[config.mk]
export PLATFORM = sky130hd
export DESIGN_NAME = pipe_stage_reg
export DESIGN_NICKNAME = d
export VERILOG_FILES = /design/src/rtl/pipe_pkg.sv /design/src/rtl/pipe_entry.sv /design/src/rtl/pipe_stage_reg.sv
export SDC_FILE = /design/constraint.sdc
export NUM_CORES = 1
export LEC_CHECK = 0
export BUFFER_PORTS_ARGS = -buffer_cell sky130_fd_sc_hd__buf_2
export CORE_MARGIN = 2
export CORE_UTILIZATION = 43
export DETAILED_ROUTE_END_ITERATION = 7
export GPL_TIMING_DRIVEN = 0
export PLACE_DENSITY = 0.77
export SLEW_MARGIN = 10
export SYNTH_ARGS = -nofsm -noshare
export SYNTH_HDL_FRONTEND = slang
export SYNTH_SLANG_ARGS = --single-unit
[constraint.sdc]
create_clock -name clk -period 2.25 [get_ports clk]
set_input_delay 0.45 -clock clk [delete_from_list [all_inputs] [get_ports clk]]
set_output_delay 0.45 -clock clk [all_outputs]
set_load 0.005 [all_outputs]
[src/rtl/pipe_pkg.sv]
// Shared types and per-stage default widths for the MIPS pipeline stage registers.
package pipe_pkg;

  // Encoding equals the number of held entries, so occupancy is the state itself.
  typedef enum logic [1:0] {
    S_EMPTY = 2'd0,
    S_FULL  = 2'd1,
    S_SKID  = 2'd2
  } state_e;

  localparam int IFID_CTRL_W  = 1;
  localparam int IFID_DATA_W  = 64;   // pc_plus4, instruction
  localparam int IDEX_CTRL_W  = 9;
  localparam int IDEX_DATA_W  = 143;  // pc_plus4, rs/rt data, imm, rt, rd, shamt
  localparam int EXMEM_CTRL_W = 6;
  localparam int EXMEM_DATA_W = 101;  // add_result, alu_result, read_data_2, reg_dest
  localparam int MEMWB_CTRL_W = 2;
  localparam int MEMWB_DATA_W = 69;   // read_data, alu_result, reg_dest

endpackage

[src/rtl/pipe_entry.sv]
// One stored pipeline entry: load-enabled register, async active-low reset to zero.
module pipe_entry #(
  parameter int W = 8
) (
  input  logic         clk,
  input  logic         rst_n,
  input  logic         ld,
  input  logic [W-1:0] d,
  output logic [W-1:0] q
);

  always_ff @(posedge clk or negedge rst_n) begin
    if (!rst_n)  q <= '0;
    else if (ld) q <= d;
  end

endmodule

[src/rtl/pipe_stage_reg.sv]
// Parametrised valid/ready pipeline-stage register with flush, bubble clearing
// and an optional skid entry that registers in_ready.
module pipe_stage_reg
  import pipe_pkg::*;
#(
  parameter int DATA_W = 101,
  parameter int CTRL_W = 6,
  parameter bit SKID   = 1'b1
) (
  input  logic              clk,
  input  logic              rst_n,
  input  logic              in_valid,
  output logic              in_ready,
  input  logic [CTRL_W-1:0] in_ctrl,
  input  logic [DATA_W-1:0] in_data,
  input  logic              flush,
  output logic              out_valid,
  input  logic              out_ready,
  output logic [CTRL_W-1:0] out_ctrl,
  output logic [DATA_W-1:0] out_data,
  output logic [1:0]        occupancy
);

  localparam int EW = CTRL_W + DATA_W;

  state_e        state, nxt;
  logic          accept, drain;
  logic          head_ld, skid_ld, from_skid;
  logic [EW-1:0] head_d, head_q, skid_q;

  assign out_valid = (state != S_EMPTY);
  assign accept    = in_valid & in_ready;
  assign drain     = out_valid & out_ready;
  assign occupancy = state;

  always_ff @(posedge clk or negedge rst_n) begin
    if (!rst_n) state <= S_EMPTY;
    else        state <= nxt;
  end

  always_comb begin
    nxt       = state;
    head_ld   = 1'b0;
    skid_ld   = 1'b0;
    from_skid = 1'b0;
    unique case (state)
      S_EMPTY: if (accept) begin
        nxt     = S_FULL;
        head_ld = 1'b1;
      end
      S_FULL: begin
        // Without a skid entry an accept in FULL implies a same-cycle drain.
        if (accept && (drain || !SKID)) head_ld = 1'b1;
        else if (accept) begin
          nxt     = S_SKID;
          skid_ld = 1'b1;
        end
        else if (drain) nxt = S_EMPTY;
      end
      S_SKID: if (drain) begin
        nxt       = S_FULL;
        head_ld   = 1'b1;
        from_skid = 1'b1;
      end
      default: nxt = S_EMPTY;
    endcase
    // Flush wins over everything; loads are suppressed so killed data never shows.
    if (flush) begin
      nxt     = S_EMPTY;
      head_ld = 1'b0;
      skid_ld = 1'b0;
    end
  end

  assign head_d = from_skid ? skid_q : {in_ctrl, in_data};

  pipe_entry #(.W(EW)) u_head (
    .clk(clk), .rst_n(rst_n), .ld(head_ld), .d(head_d), .q(head_q)
  );

  generate
    if (SKID) begin : g_skid
      logic rdy_q;

      pipe_entry #(.W(EW)) u_skid (
        .clk(clk), .rst_n(rst_n), .ld(skid_ld), .d({in_ctrl, in_data}), .q(skid_q)
      );

      // Registered ready: no combinational path from out_ready.
      always_ff @(posedge clk or negedge rst_n) begin
        if (!rst_n) rdy_q <= 1'b1;
        else        rdy_q <= (nxt != S_SKID);
      end
      assign in_ready = rdy_q;
    end else begin : g_noskid
      assign skid_q   = '0;
      assign in_ready = ~out_valid | out_ready;
    end
  endgenerate

  assign out_ctrl = head_q[EW-1:DATA_W] & {CTRL_W{out_valid}};
  assign out_data = head_q[DATA_W-1:0];

endmodule

==> metrics, run 1 <==
Synth Cell Area=9720 sq um; MaxCap Viol Count=0; Top Metal Used=met4; share of cells above drive strength 1=a little over two fifths; Clock power frac=a little under a third; die area=roughly 24000 sq um; Final #Nets=about 1300; Post-synth ARST share=100%; # DRC=0; initial antenna violation count=4; Max-slew headroom=between 60% and 70%; grt ovf=0; Antenna Nets Post-Route=0; largest area contributor in the netlist=dfrtp_1; Final Setup Violations=0; Initial Utilization=between 40 and 50%; Max Root-Sink Buffers=3; CTS tree=yes; Final Wtd Congestion=around 0.8; Worst EP arrival=~2.5 ns; Total Wirelength=~24 mm; crit path max fanout=10; final hold vios=0; Post-Syn Instances=around 940; CP max stage cell=dfrtp_1; row count=55; Reg power frac=about 47%; Root Buffer=clkbuf_16; Port Buffer Count=about 220; Least-Margin Pin Slew=a little under 0.6 ns; VDD IR max=0.465 mV; average wire per standard cell=16.0 um; class of the most critical setup path=reg2reg; Logic pwr share=about a fifth; CTS clk-pin slew, worst paths=0.06 ns; P_int=around 0.0085 W; post-synth net total=between 1000 and 1500; DR pass1 iterations=4; vias in the first global route=about 7500; most common cell in the netlist=dfrtp_1; I/O pin cnt=roughly 220; clock latency on the worst-skew pair=0.50 ns; first-pass GRT wire length=~38 mm; total vias in the final route=approximately 7400; Post-DP Area=~11000 sq um; Final WS setup=about 0.16 ns; synth warn=0; #FFs+latches synth=between 200 and 250; status=complete, no violations; DRT iter0 DRCs=351; Num CTS Buffers=23; H-tree Lvls=1; crit end category=register; min Tclk post-route=roughly 2.1 ns; Hold WC Path Type=in2reg; leakage power=a little under 6 nW; GR Util All Layers=roughly 20%; Post-synth top cells=216 x dfrtp_1, 215 x nand2_1, 108 x a31oi_1, 108 x nor2_1, 107 x mux2_2; Fin Hold WS=roughly 0.19 ns; Routed met2 length=12.0 mm; post-CTS setup buffers=0; pwr dens=about 960 nW/um^2; slowest cell delay on critical path=0.46 ns; Netlist cell types=23; RSZ-0062 raised after global routing=no; clock sink count=217; Layout area overhead=23.6%; Util after Layout=between 50% and 60%; chip width=~150 um; largest net degree at the start of global routing=88; Via density=approximately 5; met1 wire length=~9.8 mm; Final period util=between 90 and 100%; Synth top area share=between 50% and 60%; Syn Area/Cell=around 10 sq um; Slew Limit Fails=0; clock skew=around 0.008 ns; Placeable Area=approximately 22000 sq um; WL met3=~1.4 mm; sequential fraction of the synthesis area=a little under three fifths; Setup crit start kind=register; main flop type after synthesis=dfrtp_1; die height=roughly 150 um; Crit path required time=around 2.7 ns; switching share of power=25.8%; HPWL after DPL=around 16 mm; Sw Pwr=0.00296 W; design area=12000 sq um; Post-Place Setup Slack=-0.0481 ns; EDFF count, synth=0; Synth area leaders=dfrtp_1 56%, mux2_2 12%, nand2_1 8.3%; CP Cell Sequence=nand2b_1, nor2_4, buf_4, clkbuf_1, nand2_1, a31oi_1; Fmax achieved=roughly 0.48 GHz
-- sequential cells by signal (all words and copies together), names as in the netlist --
name             cells
u_head.q           107
in_ready             1
occupancy            2
g_skid.u_skid.q    107
-- worst max-delay path: cells and delay by family (launching register included) --
kind	cells	cell delay, ns
AO/OA/AOI/OAI	1	0.22
buffers and inverters	2	0.68
flip-flops	1	0.46
AND/OR/NAND/NOR	3	0.64
-- cell type report --
| class | instances | area (sq um) |
|---|---|---|
| Antenna cell | 4 | 10.0 |
| Buffer | 159 | 1050 |
| Clock buffer | 34 | 677 |
| Clock inverter | 5 | 50.0 |
| Fill cell | 1967 | 10400 |
| Inverter | 3 | 11.3 |
| Multi-Input combinational cell | 556 | 3240 |
| Sequential cell | 217 | 5430 |
| Tap cell | 285 | 357 |
| Timing Repair Buffer | 225 | 1190 |
-- per-layer routing --
layer / GRT usage [%] / vias to the layer above
li1: - / 3538
met1: 25.0 / 3645
met2: 35.0 / 214
met3: 3.31 / 38
met4: 6.92 / 0
met5: 0 / -
-- worst paths after layout --
kind / startpoint / to / slack (ns) / cells past startpoint
worst max-delay path: occupancy[0] / u_head.q[60] / 0.16 / 6
worst min-delay path: flush / occupancy[0] / 0.19 / 2
worst min register to register: g_skid.u_skid.q[22] / g_skid.u_skid.q[22] / 0.50 / 1
max in group asynchronous: rst_n / g_skid.u_skid.q[10] / 1.02 / 3
min in group asynchronous: rst_n / u_head.q[53] / 0.46 / 2
worst max register to register: occupancy[0] / u_head.q[60] / 0.16 / 6
-- placed cells by master (no fill, tap or decap), types with 2 or more instances in the layout --
cell / Yosys / layout
nand2_1: 215 / 215
clkbuf_1: 18 / 22
mux2_2: 107 / 107
buf_6: 2 / 2
inv_1: 3 / 3
buf_4: 105 / 105
dfrtp_1: 216 / 216
nand3b_1: 2 / 2
clkbuf_8: 0 / 6
diode_2: 0 / 4
nor2_1: 108 / 108
a31oi_1: 108 / 108
buf_2: 33 / 252
buf_16: 0 / 2
clkbuf_4: 0 / 2
clkbuf_16: 0 / 23
nor2b_1: 6 / 6
clkinv_2: 0 / 4
nand3_1: 2 / 2
-- what timing repair did --
action | 4_1_cts | 5_1_grt
hold endpoints to repair | 55 | 0
cloned | 0 | 0
hold buffers | 1 | 0
resized for setup | 1 | 4
endpoints found under the setup margin | 13 | 4
pin swaps | 0 | 0
-- power by group through the flow --
stage	sequential, W	clock [W]	combinational, W
after floorplan	0.00530	0	0.00164
after global placement	0.00538	0	0.00237
after detailed placement	0.00544	0	0.00246
after CTS	0.00538	0.00376	0.00248
after global routing	0.00551	0.00392	0.00270
final	0.00538	0.00367	0.00245
-- kinds of logic after synthesis --
group / share of synthesized area, %
buf+inv: 10.9
flops: 55.9
simple gates: 13.5
compound gates: 7.34
mux: 12.4
-- metrics by stage --
| step | instances | total power [W] | setup TNS [ns] |
|---|---|---|---|
| after floorplan | 935 | 0.00693 | 0 |
| after global placement | 1442 | 0.00775 | -643.63 |
| after detailed placement | 1444 | 0.00790 | -0.313 |
| after CTS | 1484 | 0.0116 | 0 |
| after global routing | 1486 | 0.0121 | 0 |
| final | 1488 | 0.0115 | 0 |
Power figures use the tool's default switching activity.
==> inputs of run 2 (changes only) <==
ABC_AREA = 1   (was not set)
PLACE_DENSITY = 0.76   (was 0.77)
==> metrics, run 2 <==
status=complete, no violations; Placeable Area=25200 sq um (+12%); chip width=164 um (+6.5%); class of the most critical setup path=reg2reg; CTS clk-pin slew, worst paths=0.06 ns (about the same); GR Util All Layers=23.3% (+3.4 points); Hold WC Path Type=in2reg; CP Cell Sequence=nand3_1, nand2_2, nand3_2, buf_4, buf_2, nand2_1, nand2_1; Util after Layout=53.7% (+0.17 points); Post-Place Setup Slack=0.105 ns (+0.153 ns); met3 usage=5.56% (+2.2 points); Final #Nets=1797 (+39%); EDFF count, synth=0 (unchanged); Worst Path Buf+Inv=2 (unchanged); clock sink count=217 (unchanged); die area=27000 sq um (+13%); die height=164 um (+6.5%); Total Wirelength=31.8 mm (+34%); Final WS setup=0.0948 ns (-0.0642 ns); MaxCap Viol Count=0 (unchanged); Num CTS Buffers=25 (+8.7%); leakage power=7.69 nW (+33%); crit-path leading delay family=simple AND/OR/NAND/NOR gates; Via density=5.17 (+3.4%); Synth area leaders=dfrtp_1 49%, nand2_1 22%, nand3_1 9.8%; HPWL after DPL=21.9 mm (+34%); Antenna Nets Post-Route=0 (unchanged); total vias in the final route=10516 (+41%); min Tclk post-route=2.16 ns (+0.0642 ns); largest area contributor in the netlist=dfrtp_1; Synth Cell Area=11100 sq um (+14%); clock skew=0.00847 ns (+0.000521 ns); row count=58 (+5.5%); Setup crit start kind=register; grt ovf=0 (unchanged); RSZ-0062 raised after global routing=no; Crit path required time=2.64 ns (-0.02 ns); met1 GRT Util=32.7% (+7.8 points); share of cells above drive strength 1=25.1% (-17 points); post-CTS setup buffers=0 (unchanged); Post-Synth Simple-Gate Area=38.8% (+25 points); most frequent cells in the layout=650 x nand2_1, 260 x buf_2, 216 x nand3_1, 216 x dfrtp_1, 112 x buf_4; Compound-Gate Fraction of Synth Area=0.0906% (-7.2 points); Least-Margin Pin Slew=0.557 ns (-0.0253 ns); Final Setup Violations=0 (unchanged); largest net degree at the start of global routing=104 (+18%); post-synth net total=1545 (+48%); Slew Limit Fails=0 (unchanged); # DRC=0 (unchanged); pwr dens=895 nW/um^2 (-6.6%); sequential fraction of the synthesis area=49.2% (-6.7 points); Max-slew headroom=62.8% (+1.7 points); synth warn=0 (unchanged); commonest non-fill, non-tap cell in the layout=nand2_1; CTS tree=yes; most common cell in the netlist=nand2_1; CP max stage cell=dfstp_2; Netlist cell types=19 (-17%); Synth Area in XOR/XNOR=0% (unchanged); Syn Area/Cell=7.71 sq um (-26%); Port Buffer Count=222 (unchanged); Worst EP arrival=2.55 ns (+0.05 ns); Layout area overhead=22.4%; I/O pin cnt=223 (unchanged); Post-Syn Instances=1433 (+53%); slowest cell delay on critical path=0.56 ns (+0.10 ns); Max Root-Sink Buffers=3 (unchanged); Root Buffer=clkbuf_16; initial antenna violation count=6 (+2); Post-synth ARST share=100% (unchanged); H-tree Lvls=1 (unchanged); Synth top area share=48.9% (-6.7 points); largest family of logic cells by synthesized area=simple AND/OR/NAND/NOR gates; crit end category=register; busiest grt layer=met2; fillers=2325 (+18%); DRT iter0 DRCs=1048 (+200%); clock latency on the worst-skew pair=0.52 ns (+0.02 ns); first-pass GRT wire length=50.7 mm (+33%); #FFs+latches synth=217 (unchanged); final hold vios=0 (unchanged); Fmax achieved=0.464 GHz (-3.0%); vias in the first global route=9889 (+33%); VDD IR max=0.510 mV (+9.7%); Post-synth top cells=650 x nand2_1, 216 x dfrtp_1, 216 x nand3_1; average wire per standard cell=15.6 um (-2.1%); Post-Synth Adder-Cell Area=0% (unchanged); Final Wtd Congestion=0.851 (+6.9%); mux share of post-synthesis cell area=0% (-12 points); Initial Utilization=43.9% (+0.55 points); main flop type after synthesis=dfrtp_1; DR pass1 iterations=5 (+1); crit path max fanout=10 (unchanged); Final period util=95.8% (+2.9 points); most used cell, CP=nand2_1; met2 usage=35.9% (+0.95 points)
-- run 2: cell count changes in the layout (fill, tap and decap cells not counted), moves of 20 or more --
cell	delta
clkbuf_1	+20
nand4_1	+108
buf_1	+21
nand2_1	+435
mux2_2	-107
nand3_1	+214
a31oi_1	-108
nor2_1	-101
-- run 2: kinds of logic after synthesis --
family,count (synthesis)
simple gates,988
buf+inv,226
flops,217
compound gates,2
-- run 2: timing repair --
action / in CTS / in global routing
endpoints found under the hold margin: 36 / 0
hold buffers: 1 / 0
resized for setup: 0 / 0
-- run 2: power breakdown --
group          total (W)  internal (W)  switching [W]  leakage, nW
Clock            0.00428       0.00267        0.00161        0.426
Combinational    0.00254       0.00122        0.00132         4.54
Sequential       0.00528       0.00478       0.000501         2.72
-- run 2: per-layer routing --
metal	wire length, um	up-vias
met2	14300	456
met1	13900	4925
li1	-	5064
met5	52	-
met3	2700	63
met4	809	8
-- run 2: cell type report --
| cell class | count | area [sq um] | area share [%] |
|---|---|---|---|
| multi-input combinational | 990 | 4290 | 31.7 |
| buffer | 214 | 1280 | 9.46 |
| sequential | 217 | 5430 | 40.2 |
| timing repair buffer | 225 | 1190 | 8.77 |
| clock inverter | 9 | 148 | 1.09 |
| inverter | 12 | 45.0 | 0.333 |
| tap | 330 | 413 | 3.05 |
| antenna | 5 | 12.5 | 0.0925 |
| clock buffer | 33 | 716 | 5.29 |
-- run 2: metrics by stage --
| stage | cell area [sq um] | instances | hold slack, ns | total power, W | setup TNS (ns) |
|---|---|---|---|---|---|
| floorplan | 11100 | 1433 | 0.154 | 0.00682 | 0 |
| global placement | 12600 | 1985 | 0.453 | 0.00776 | -665.40 |
| detailed placement | 12600 | 1987 | 0.355 | 0.00786 | 0 |
| CTS | 13500 | 2030 | 0.171 | 0.0122 | 0 |
| global route | 13500 | 2031 | 0.178 | 0.0128 | 0 |
| finish | 13500 | 2035 | 0.188 | 0.0121 | 0 |
-- run 2: final timing paths --
| path | slack [ns] | cells past startpoint | end | startpoint |
|---|---|---|---|---|
| min in group asynchronous | 0.40 | 2 | u_head.q[43] | rst_n |
| hold / removal | 0.19 | 3 | g_skid.u_skid.q[50] | in_data[50] |
| setup reg to reg | 0.09 | 7 | u_head.q[82] | in_ready |
| setup / recovery | 0.09 | 7 | u_head.q[82] | in_ready |
| hold reg to reg | 0.47 | 2 | g_skid.u_skid.q[36] | g_skid.u_skid.q[36] |
| max in group asynchronous | 1.00 | 3 | u_head.q[76] | rst_n |
-- run 2: worst register-to-register path: stages (launching register included) --
cell and delay [ns]:
dfstp_2 0.56, nand3_1 0.13, nand2_2 0.30, nand3_2 0.38, buf_4 0.33, buf_2 0.20, nand2_1 0.08, nand2_1 0.06
